===== config.mk =====
export PLATFORM = sky130hd
export DESIGN_NAME = imm_extend_pipe
export DESIGN_NICKNAME = d
export VERILOG_FILES = /design/src/rtl/imm_extend_pipe.sv
export SDC_FILE = /design/constraint.sdc
export NUM_CORES = 1
export LEC_CHECK = 0
export BUFFER_PORTS_ARGS = -buffer_cell sky130_fd_sc_hd__buf_2
export CORE_ASPECT_RATIO = 1.4
export CORE_MARGIN = 2
export CORE_UTILIZATION = 35
export DETAILED_ROUTE_END_ITERATION = 8
export GPL_TIMING_DRIVEN = 0
export PLACE_DENSITY = 0.71
export SYNTH_ARGS = -nofsm -noshare
export SYNTH_HDL_FRONTEND = slang
export SYNTH_SLANG_ARGS = --single-unit

===== constraint.sdc =====
create_clock -name i_clk -period 1.3 [get_ports i_clk]
set_input_delay 0.065 -clock i_clk [delete_from_list [all_inputs] [get_ports i_clk]]
set_output_delay 0.065 -clock i_clk [all_outputs]
set_load 0.01 [all_outputs]

===== src/rtl/imm_extend_pipe.sv =====
// Decode-stage immediate generator: widens an IN_W-bit immediate to OUT_W bits
// (zero / sign / upper / branch) and carries it through STAGES register slices.
module imm_extend_pipe #(
  parameter int unsigned IN_W   = 16,
  parameter int unsigned OUT_W  = 32,
  parameter int unsigned STAGES = 1
) (
  input  logic             i_clk,
  input  logic             i_rst,
  input  logic             i_valid,
  input  logic [IN_W-1:0]  i_data_immD,
  input  logic [1:0]       i_con_mode,
  input  logic             i_con_stall,
  input  logic             i_con_flush,
  output logic             o_valid,
  output logic [OUT_W-1:0] o_data_immD,
  output logic [1:0]       o_con_mode
);

  if (STAGES < 1 || STAGES > 3) begin : g_bad_stages
    $error("imm_extend_pipe: STAGES must be in 1..3");
  end
  if (OUT_W < IN_W + 2) begin : g_bad_out_w
    $error("imm_extend_pipe: OUT_W must be at least IN_W+2");
  end

  localparam int unsigned PAD_W = OUT_W - IN_W;

  logic [OUT_W-1:0] zext;
  logic [OUT_W-1:0] sext;
  logic [OUT_W-1:0] upper;
  logic [OUT_W-1:0] branch;
  logic [OUT_W-1:0] ext_data;
  logic [1:0]       ext_mode;

  assign zext   = {{PAD_W{1'b0}}, i_data_immD};
  assign sext   = {{PAD_W{i_data_immD[IN_W-1]}}, i_data_immD};
  assign upper  = {i_data_immD, {PAD_W{1'b0}}};
  // Top two sign-extended bits fall off: truncation is intentional.
  assign branch = {sext[OUT_W-3:0], 2'b00};

  always_comb begin
    ext_data = '0;
    ext_mode = '0;
    if (i_valid) begin
      ext_mode = i_con_mode;
      unique case (i_con_mode)
        2'b00:   ext_data = zext;
        2'b01:   ext_data = sext;
        2'b10:   ext_data = upper;
        default: ext_data = branch;
      endcase
    end
  end

  logic             valid_q [STAGES];
  logic [OUT_W-1:0] data_q  [STAGES];
  logic [1:0]       mode_q  [STAGES];

  // Reset beats flush, flush beats stall; both clear every slice to zero.
  always_ff @(posedge i_clk) begin
    if (i_rst || i_con_flush) begin
      for (int unsigned i = 0; i < STAGES; i++) begin
        valid_q[i] <= 1'b0;
        data_q[i]  <= '0;
        mode_q[i]  <= '0;
      end
    end else if (!i_con_stall) begin
      valid_q[0] <= i_valid;
      data_q[0]  <= ext_data;
      mode_q[0]  <= ext_mode;
      for (int unsigned i = 1; i < STAGES; i++) begin
        valid_q[i] <= valid_q[i-1];
        data_q[i]  <= data_q[i-1];
        mode_q[i]  <= mode_q[i-1];
      end
    end
  end

  assign o_valid     = valid_q[STAGES-1];
  assign o_data_immD = data_q[STAGES-1];
  assign o_con_mode  = mode_q[STAGES-1];

endmodule


==> run_results.csv, run 1 <==
group,metric,value,unit
outcome,status,"finished clean",
worst_hold_path,hold_class,"input pin to flop",
worst_setup_path,path_max_fanout,10,
layout,area_delta_synth_final,27.2,%
clocking,root_buffer,"clkbuf_8",
yosys,synth_area_per_cell,12.2,sq um
grt,top_usage_layer,"met2",
worst_setup_path,crit_slowest_cell,"or4b_1",
grt,grtUsageMet2,24.8,%
worst_setup_path,path_cells,"buf_2, or4b_1, buf_2, buf_6, a21oi_1",
clocking,clock_path_buffers,2,
worst_setup_path,cpMostUsedCell,"buf_2",
sta,setup_viol,0,
grt,grt_max_degree,36,
worst_setup_path,critical_path_class,"input pin to flop",
worst_setup_path,cp_top_family,"simple AND/OR/NAND/NOR gates",
worst_setup_path,path_buf_inv,3,
die,placeableCoreArea,4500,sq um
placed_design,placed_cell_area,1970,sq um
die,die_h,84.5,microns
die,die_w,61.5,microns
sta,slew_headroom,50.7,%
sta,finalCritPeriodShare,78.1,%
clocking,hold_buffers,0,
grt,overflow,0,
worst_hold_path,hold_depth,3,
layout,drive_above_1_share,34.7,%
sta,hold_viol,0,
worst_setup_path,end_kind,"flop",
layout,finalNonFillerCells,258,
yosys,ys_ff_latch,35,
grt,grt_pass1_wl,5410,microns
worst_setup_path,path_depth,5,
power,irDropWorstVdd,0.336,mV
placed_design,dp_hpwl,2550,microns
placed_design,io_buffers,55,
die,rows,29,
yosys,synth_seq_area_share,64.9,%
grt,antenna_found_initial,0,
sta,tightest_slew,0.737,ns
grt,gr-usage-met1,15.5,%
detailed_routing,drt-total-wl,3420,microns
placed_design,dp.cells,250,
layout,final_area,2060,sq um
sta,drv_slew,0,
detailed_routing,drtIter0Drc,47,
worst_setup_path,worst_path_largest_cell_delay,0.50,ns
detailed_routing,drt_pre_antenna_iters,4,
detailed_routing,drc,0,
worst_setup_path,critPathLaunchType,"input pin",
layout,nets,218,
clocking,cts_made_buffers,5,
power,p_per_area,1120,nW/um^2
run,max_cap_viol_count,0,
yosys,synthesis.area,1620,sq um
sta,period_minus_slack,1.02,ns
die,start_util,36.0,%
placed_design,gp_congestion,0.822,
clocking,path_clk_slew,0.06,ns
worst_setup_path,critical_path_arrival,1.14,ns
clocking,htree_num_levels,2,
grt,grt_usage,14.6,%
yosys,syn_inst,133,
worst_setup_path,crit_required,1.43,ns
yosys,synth_nets,156,
grt,met3_usage,4.01,%
layout,antennaDiodeCount,0,
detailed_routing,via_per_inst,4.62,
yosys,ys_types,18,
power,leakagePower,0.873,nW
sta,clock.fmax,985,MHz
grt,grt_pass1_vias,1138,
die,dieArea,5190,sq um
detailed_routing,ant_nets,0,
sta,rsz0062_at_grt,"no",
detailed_routing,vias,1193,
detailed_routing,routedWlPerCell,13.2,microns
clocking,cts_sinks,35,
die,ios,58,
clocking,cts_tree,"built",
yosys,yosys_warnings,0,
[tightest hold or removal path, stage by stage]
cell and delay (ns):
buf_2 0.11, nand2b_1 0.05, a21oi_1 0.11
[cell families (layout without fill, tap and decap cells)]
kind of cell	count (synthesis)	count (layout)	synth area share, %
compound gates	31	31	10.0
simple gates	51	51	19.5
buf+inv	15	78	4.95
mux	1	1	0.618
flops	35	35	64.9
[report_power, final]
group / leakage [nW] / total, mW / switching (mW) / internal [mW]
Sequential: 0.405 / 1.31 / 0.0135 / 1.29
Combinational: 0.428 / 0.266 / 0.159 / 0.107
Clock: 0.0412 / 0.728 / 0.355 / 0.373
[sequential cells by signal, indices dropped and copies added (netlist names)]
register	flops
data_q	32
valid_q	1
mode_q	2
[worst paths after layout]
path	startpoint	endpoint	slack, ns
worst max-delay path	i_con_flush	data_q[0][10]$_SDFFCE_PN0P_	0.28
worst min-delay path	i_data_immD[4]	data_q[0][4]$_SDFFCE_PN0P_	0.17
[placed cells by master (no fill, tap or decap)]
master       n
nand3_1     14
nand3b_1    14
nor2_1       2
buf_6        3
edfxtp_1    35
nand2_2      1
clkinvlp_4   1
clkinv_2     1
mux2i_1      1
buf_1        2
or4b_1       1
nor3b_1      2
clkbuf_8     5
o21ai_0      1
nand2_1      1
a21oi_1     29
nand2b_1    14
a211oi_2     1
and2_1       2
buf_2       56
clkbuf_1     9
inv_1        1
[per-layer routing]
metal | vias up | share of wire [%]
met5 | - | 0
met4 | 0 | 2.5
met3 | 6 | 4.8
met2 | 35 | 55
met1 | 542 | 37
li1 | 610 | -
[per-stage QoR]
stage	power, mW	setup slack (ns)	util, %	setup TNS [ns]	hold slack [ns]
2_1_floorplan	1.48	0.0568	-	0	0.306
3_3_place_gp	1.60	-0.311	43.8	-10.86	0.463
3_5_place_dp	1.60	-0.322	43.8	-11.31	0.453
4_1_cts	2.32	0.277	45.8	0	0.157
5_1_grt	2.41	0.218	45.8	0	0.175
6_report	2.30	0.285	45.8	0	0.166
[layout make-up]
type / count / area (sq um)
Clock inverter: 2 / 12.5
Inverter: 1 / 3.75
Multi-Input combinational cell: 83 / 490
Timing Repair Buffer: 55 / 275
Fill cell: 432 / 2440
Sequential cell: 35 / 1050
Buffer: 14 / 76.3
Tap cell: 62 / 77.6
Clock buffer: 6 / 72.6
[synth_stat cells]
| cell type | number | area (sq um) |
|---|---|---|
| buf_1 | 2 | 7.51 |
| o21ai_0 | 1 | 5.00 |
| nand2_1 | 2 | 7.51 |
| clkbuf_1 | 8 | 30.0 |
| nand3_1 | 14 | 70.1 |
| nand2b_1 | 14 | 87.6 |
| a211oi_2 | 1 | 12.5 |
| a21oi_1 | 29 | 145 |
| inv_1 | 1 | 3.75 |
| or4b_1 | 1 | 10.0 |
| mux2i_1 | 1 | 10.0 |
| nand3b_1 | 14 | 105 |
| nor2_1 | 2 | 7.51 |
| nor3b_1 | 2 | 15.0 |
| and2_1 | 2 | 12.5 |
| buf_2 | 1 | 5.00 |
| buf_6 | 3 | 33.8 |
| edfxtp_1 | 35 | 1050 |
[repair_timing]
action / CTS / global route
setup buffers: 0 / 0
hold endpoints to repair: 0 / 0
gates resized for setup: 1 / 0
setup endpoints to repair: 35 / 0
Power figures use the tool's default switching activity.
==> run 2: changes to the inputs <==
--- a/config.mk
+++ b/config.mk
@@ -5,13 +5,14 @@
 export SDC_FILE = /design/constraint.sdc
 export NUM_CORES = 1
 export LEC_CHECK = 0
+export ABC_AREA = 1
 export BUFFER_PORTS_ARGS = -buffer_cell sky130_fd_sc_hd__buf_2
 export CORE_ASPECT_RATIO = 1.4
 export CORE_MARGIN = 2
 export CORE_UTILIZATION = 35
 export DETAILED_ROUTE_END_ITERATION = 8
 export GPL_TIMING_DRIVEN = 0
-export PLACE_DENSITY = 0.71
+export PLACE_DENSITY = 0.7
 export SYNTH_ARGS = -nofsm -noshare
 export SYNTH_HDL_FRONTEND = slang
 export SYNTH_SLANG_ARGS = --single-unit
==> constraint.sdc (replaced) <==
create_clock -name i_clk -period 0.9 [get_ports i_clk]
set_input_delay 0.045 -clock i_clk [delete_from_list [all_inputs] [get_ports i_clk]]
set_output_delay 0.045 -clock i_clk [all_outputs]
set_load 0.01 [all_outputs]
==> run 2 against run 1 <==
Sequential cell count stayed put. Setup slack worse by 0.23 ns. Sequential share of layout area is 3.4 points lower. First-iteration DRC count is 8.5% higher. Design area is 7.2% higher. Combinational power is 60% higher. Total power is 45% higher. Via count is 22% higher. Synthesized cell count is 48% higher.
==> run_results.csv, run 2 <==
group,metric,value,unit
detailed_routing,ant_nets,0,
layout,largest_reg_flops,32,
layout,reg_top3,"data_q x32, mode_q x2, valid_q x1",
sta,finalCritPeriodShare,94.2,%
layout,nets,283,
yosys,synthTopCellsByArea,"edfxtp_1, inv_1, nand3_1, nor2_1, nand2_1",
worst_setup_path,end_kind,"primary output",
sta,setup_ws,0.0519,ns
placed_design,dp_hpwl,2750,microns
worst_setup_path,crit_required,0.85,ns
yosys,synth_seq_area_share,60.3,%
sta,period_minus_slack,0.848,ns
die,ios,58,
worst_setup_path,worst_path_largest_cell_delay,0.37,ns
clocking,clock_path_buffers,2,
sta,hold_slack,0.127,ns
placed_design,place_ws,-0.338,ns
sta,tightest_slew,0.438,ns
layout,area_delta_synth_final,26.5,%
die,placeableCoreArea,4840,sq um
die,start_util,36.0,%
worst_setup_path,path_max_fanout,1,
yosys,synth_nets,220,
worst_setup_path,path_cells,"buf_2",
clocking,post_cts_buffers,0,
worst_setup_path,critical_path_arrival,0.80,ns
power,p_per_area,1510,nW/um^2
worst_hold_path,hold_class,"input pin to flop",
die,dieArea,5570,sq um
placed_design,gp_congestion,0.923,
yosys,yosys_warnings,0,
yosys,ys_ff_latch,35,
detailed_routing,dr.max_layer_used,"met4",
worst_setup_path,critical_path_class,"flop to primary output",
layout,regMostFlops,"data_q",
sta,rsz0062_at_grt,"yes",
worst_setup_path,path_buf_inv,1,
die,die_w,63.7,microns
worst_setup_path,crit_slowest_cell,"edfxtp_1",
clocking,cts_made_buffers,5,
yosys,synth.most_common_cell,"inv_1",
die,die_h,87.5,microns
layout,mostFrequentLayoutCells,"buf_2, inv_1, edfxtp_1",
yosys,ys_types,11,
detailed_routing,drc,0,
layout,antennaDiodeCount,0,
outcome,status,"finished clean",
grt,grt_usage,14.0,%
detailed_routing,drtIter0Drc,51,
layout,final_common_cell,"buf_2",
yosys,synthesis.area,1740,sq um
placed_design,dp.cells,317,
grt,grt_pass1_vias,1425,
die,rows,30,
yosys,synth_area_leader_cell,"edfxtp_1",
clocking,root_buffer,"clkbuf_8",
layout,utilization,45.6,%
clocking,path_clk_slew,0.07,ns
yosys,synth_edf_count,35,
layout,drive_above_1_share,28.7,%
yosys,async_reset_ff_share,0,%
yosys,synthFlopType,"edfxtp_1",
sta,setup_tns,0,ns
detailed_routing,via_per_inst,4.46,
layout,finalNonFillerCells,325,
detailed_routing,wl_met3,187,microns
clocking,cts_tree,"built",
yosys,synth_area_per_cell,8.85,sq um
detailed_routing,routedWlPerCell,11.0,microns
grt,grt_pass1_wl,6030,microns
sta,slew_headroom,70.8,%
detailed_routing,vias,1451,
sta,setup_viol,0,
sta,clock.fmax,1180,MHz
worst_setup_path,cp_top_family,"flip-flops",
yosys,synthTopCellsByCount,"inv_1, edfxtp_1, nand3_1, nor2_1, nand2_1",
run,max_cap_viol_count,0,
placed_design,io_buffers,56,
yosys,synth_top_area_share,60.3,%
grt,grt_max_degree,36,
grt,antenna_found_initial,0,
detailed_routing,drt_pre_antenna_iters,4,
power,irDropWorstVdd,0.625,mV
detailed_routing,drt-total-wl,3570,microns
sta,hold_viol,0,
clocking,htree_num_levels,2,
clocking,cts_sinks,35,
grt,overflow,0,
detailed_routing,wl_met1,1530,microns
yosys,syn_inst,197,
worst_setup_path,critPathLaunchType,"flop",
detailed_routing,met2_length,1810,microns
power,leakagePower,1.34,nW
sta,drv_slew,0,
layout,nFillCells,485,
run 2: changes by cell type after synthesis, sizes merged, moves of 19 or more:
cell,change
nor2,+31
nand3,+19
a21oi,-29
nand2,+19
inv,+48
run 2: cell type report:
type | count | area [sq um] | share of cell area, %
Sequential cell | 35 | 1050 | 47.6
Multi-Input combinational cell | 102 | 463 | 21.0
Clock inverter | 2 | 7.51 | 0.340
Inverter | 49 | 184 | 8.33
Clock buffer | 6 | 72.6 | 3.29
Timing Repair Buffer | 56 | 280 | 12.7
Tap cell | 64 | 80.1 | 3.63
Buffer | 11 | 68.8 | 3.12
run 2: repair_timing:
item	CTS	global route
endpoints found under the setup margin	35	46
hold buffers	0	0
gates resized for setup	0	4
run 2: final timing paths:
path	start	endpoint	cells past startpoint
hold / removal	i_data_immD[1]	data_q[0][1]$_SDFFCE_PN0P_	3
setup / recovery	data_q[0][11]$_SDFFCE_PN0P_	o_data_immD[11]	1
run 2: power by group:
| group | switching, mW | leakage [nW] | internal, mW |
|---|---|---|---|
| clock | 0.497 | 0.0403 | 0.526 |
| sequential | 0.0173 | 0.405 | 1.87 |
| combinational | 0.262 | 0.893 | 0.163 |
run 2: kinds of logic after synthesis:
logic type / synth area share (%)
flip-flops: 60.3
AND/OR/NAND/NOR: 21.8
buffers and inverters: 13.6
AO/OA/AOI/OAI: 4.30
run 2: per-stage QoR:
step,power (mW),area [sq um]
floorplan,2.17,1760
CTS,3.37,2200
finish,3.34,2210
detailed placement,2.35,2120
global route,3.49,2210
global placement,2.34,2120
run 2: routing by layer:
layer | global-route usage, % | up-vias
met1 | 16.1 | 655
met2 | 24.7 | 48
met3 | 3.10 | 5
li1 | - | 743
met5 | 0 | -
met4 | 6.52 | 0
==> run 3: changes to the inputs <==
--- a/config.mk
+++ b/config.mk
@@ -11,7 +11,6 @@
 export CORE_MARGIN = 2
 export CORE_UTILIZATION = 35
 export DETAILED_ROUTE_END_ITERATION = 8
-export GPL_TIMING_DRIVEN = 0
 export PLACE_DENSITY = 0.7
 export SYNTH_ARGS = -nofsm -noshare
 export SYNTH_HDL_FRONTEND = slang
==> run 3 against run 2 <==
Clock power up 4%. Global-route usage about the same. Non-clock buffer count unchanged. Wire length down 1.8%. First-iteration DRC count down 47%. Clock-buffer cell count up 1. Critical path depth unchanged. Die area unchanged. Via count up 0.90%. Critical path type unchanged. Largest cell class unchanged. Highest routed layer unchanged.
==> run_results.csv, run 3 (synthesized netlist as in run 2, its figures left out) <==
group,metric,value,unit
die,die_h,87.5,microns
worst_hold_path,hold_end,"data_q[0][0]$_SDFFCE_PN0P_",
worst_setup_path,critical_path_class,"flop to primary output",
detailed_routing,ant_nets,0,
worst_setup_path,path_cells,"buf_2",
sta,tightest_slew,0.275,ns
sta,drv_slew,0,
worst_setup_path,critical_path_arrival,0.82,ns
detailed_routing,drt_pre_antenna_iters,4,
die,rows,30,
layout,nets,283,
detailed_routing,drc,0,
layout,largest_reg_flops,32,
sta,slew_headroom,81.6,%
grt,overflow,0,
placed_design,io_buffers,57,
detailed_routing,via_per_inst,4.50,
die,die_w,63.7,microns
power,p_int,2.60,mW
power,p_per_area,1500,nW/um^2
clocking,post_cts_resize_count,0,
detailed_routing,vias,1464,
power,clkPwrFrac,31.2,%
layout,final_common_cell,"buf_2",
detailed_routing,met2_length,1770,microns
detailed_routing,dr.max_layer_used,"met4",
layout,area_delta_synth_final,29.8,%
layout,regMostFlops,"data_q",
sta,setup_viol,0,
placed_design,gp_congestion,0.862,
worst_setup_path,end_kind,"primary output",
detailed_routing,drtIter0Drc,27,
worst_hold_path,hold_depth,3,
detailed_routing,wl_met1,1450,microns
worst_setup_path,path_buf_inv,1,
detailed_routing,wl_met3,219,microns
die,placeableCoreArea,4840,sq um
clocking,cts_tree,"built",
layout,mostFrequentLayoutCells,"buf_2, inv_1, edfxtp_1",
worst_setup_path,critPathLaunchType,"flop",
worst_hold_path,hold_class,"input pin to flop",
power,power_frac_seq,55.6,%
grt,grt_pass1_vias,1380,
sta,hold_viol,0,
clocking,hold_buffers,0,
grt,grt_usage,14.0,%
clocking,post_cts_buffers,0,
power,leakagePower,1.36,nW
worst_setup_path,crit_required,0.85,ns
sta,clock.fmax,1160,MHz
sta,rsz0062_at_grt,"no",
worst_setup_path,cp_top_family,"flip-flops",
worst_setup_path,path_max_fanout,1,
power,irDropWorstVdd,0.677,mV
die,start_util,36.0,%
run,max_cap_viol_count,0,
placed_design,dp_hpwl,2660,microns
grt,grt_pass1_wl,5930,microns
sta,finalCritPeriodShare,95.7,%
die,dieArea,5570,sq um
die,ios,58,
clocking,root_buffer,"clkbuf_8",
clocking,cts_sinks,35,
clocking,clock_path_buffers,2,
grt,grt_max_degree,36,
detailed_routing,routedWlPerCell,10.8,microns
worst_hold_path,holdCritStartpoint,"i_data_immD[0]",
layout,antennaDiodeCount,0,
layout,utilization,46.8,%
clocking,path_clk_slew,0.07,ns
detailed_routing,drt-total-wl,3510,microns
outcome,status,"finished clean",
worst_setup_path,worst_path_largest_cell_delay,0.38,ns
worst_setup_path,crit_slowest_cell,"edfxtp_1",
layout,reg_top3,"data_q x32, mode_q x2, valid_q x1",
layout,final_area,2260,sq um
power,comb_power_share,13.2,%
placed_design,placed_cell_area,2180,sq um
power,switching_share,23.5,%
layout,drive_above_1_share,29.1,%
sta,period_minus_slack,0.861,ns
grt,antenna_found_initial,0,
clocking,htree_num_levels,2,
clocking,cts_made_buffers,5,
power,switchingPower,0.796,mW
==> run 3: per-layer routing <==
layer,up-vias,track usage [%]
met5,-,0
met4,0,5.93
met3,7,3.88
met2,47,24.5
met1,667,16.0
li1,743,-
==> run 3: worst max path at each step <==
| stage | from | slack [ns] | end | cells past startpoint |
|---|---|---|---|---|
| floorplan | i_con_flush | -0.04 | data_q[0][0]$_SDFFCE_PN0P_ | 2 |
| global placement | i_con_mode[0] | -0.07 | data_q[0][13]$_SDFFCE_PN0P_ | 6 |
| detailed placement | i_con_mode[1] | -0.09 | data_q[0][13]$_SDFFCE_PN0P_ | 6 |
| CTS | data_q[0][23]$_SDFFCE_PN0P_ | 0.02 | o_data_immD[23] | 1 |
| global route | data_q[0][23]$_SDFFCE_PN0P_ | 0.003 | o_data_immD[23] | 1 |
| finish | data_q[0][23]$_SDFFCE_PN0P_ | 0.04 | o_data_immD[23] | 1 |
==> run 3: area by class of cell <==
cell class | count | area (sq um)
fill | 479 | 2580
sequential | 35 | 1050
multi-input combinational | 102 | 458
timing repair buffer | 67 | 410
inverter | 49 | 184
tap | 64 | 80.1
clock buffer | 7 | 76.3
clock inverter | 1 | 5.00
==> run 3: power groups by stage <==
stage / Combinational (mW) / Sequential [mW] / Clock (mW)
detailed placement: 0.451 / 1.92 / 0
global placement: 0.447 / 1.93 / 0
global route: 0.507 / 1.89 / 1.15
CTS: 0.453 / 1.89 / 1.09
floorplan: 0.193 / 1.97 / 0
finish: 0.448 / 1.89 / 1.06
==> run 3: worst min-delay path, stage by stage <==
cell and delay, ns:
buf_2 0.09, inv_1 0.05, nor2_1 0.09
==> run 3: metrics by stage <==
step / hold WS, ns / total power, mW / setup TNS, ns / cells / setup slack (ns)
finish: 0.112 / 3.40 / 0 / 325 / 0.0390
global route: 0.121 / 3.55 / 0 / 325 / 0.00343
CTS: 0.103 / 3.44 / 0 / 325 / 0.0167
detailed placement: 0.386 / 2.38 / -1.59 / 317 / -0.0868
global placement: 0.384 / 2.37 / -0.730 / 317 / -0.0727
floorplan: 0.265 / 2.17 / -1.35 / 197 / -0.0385
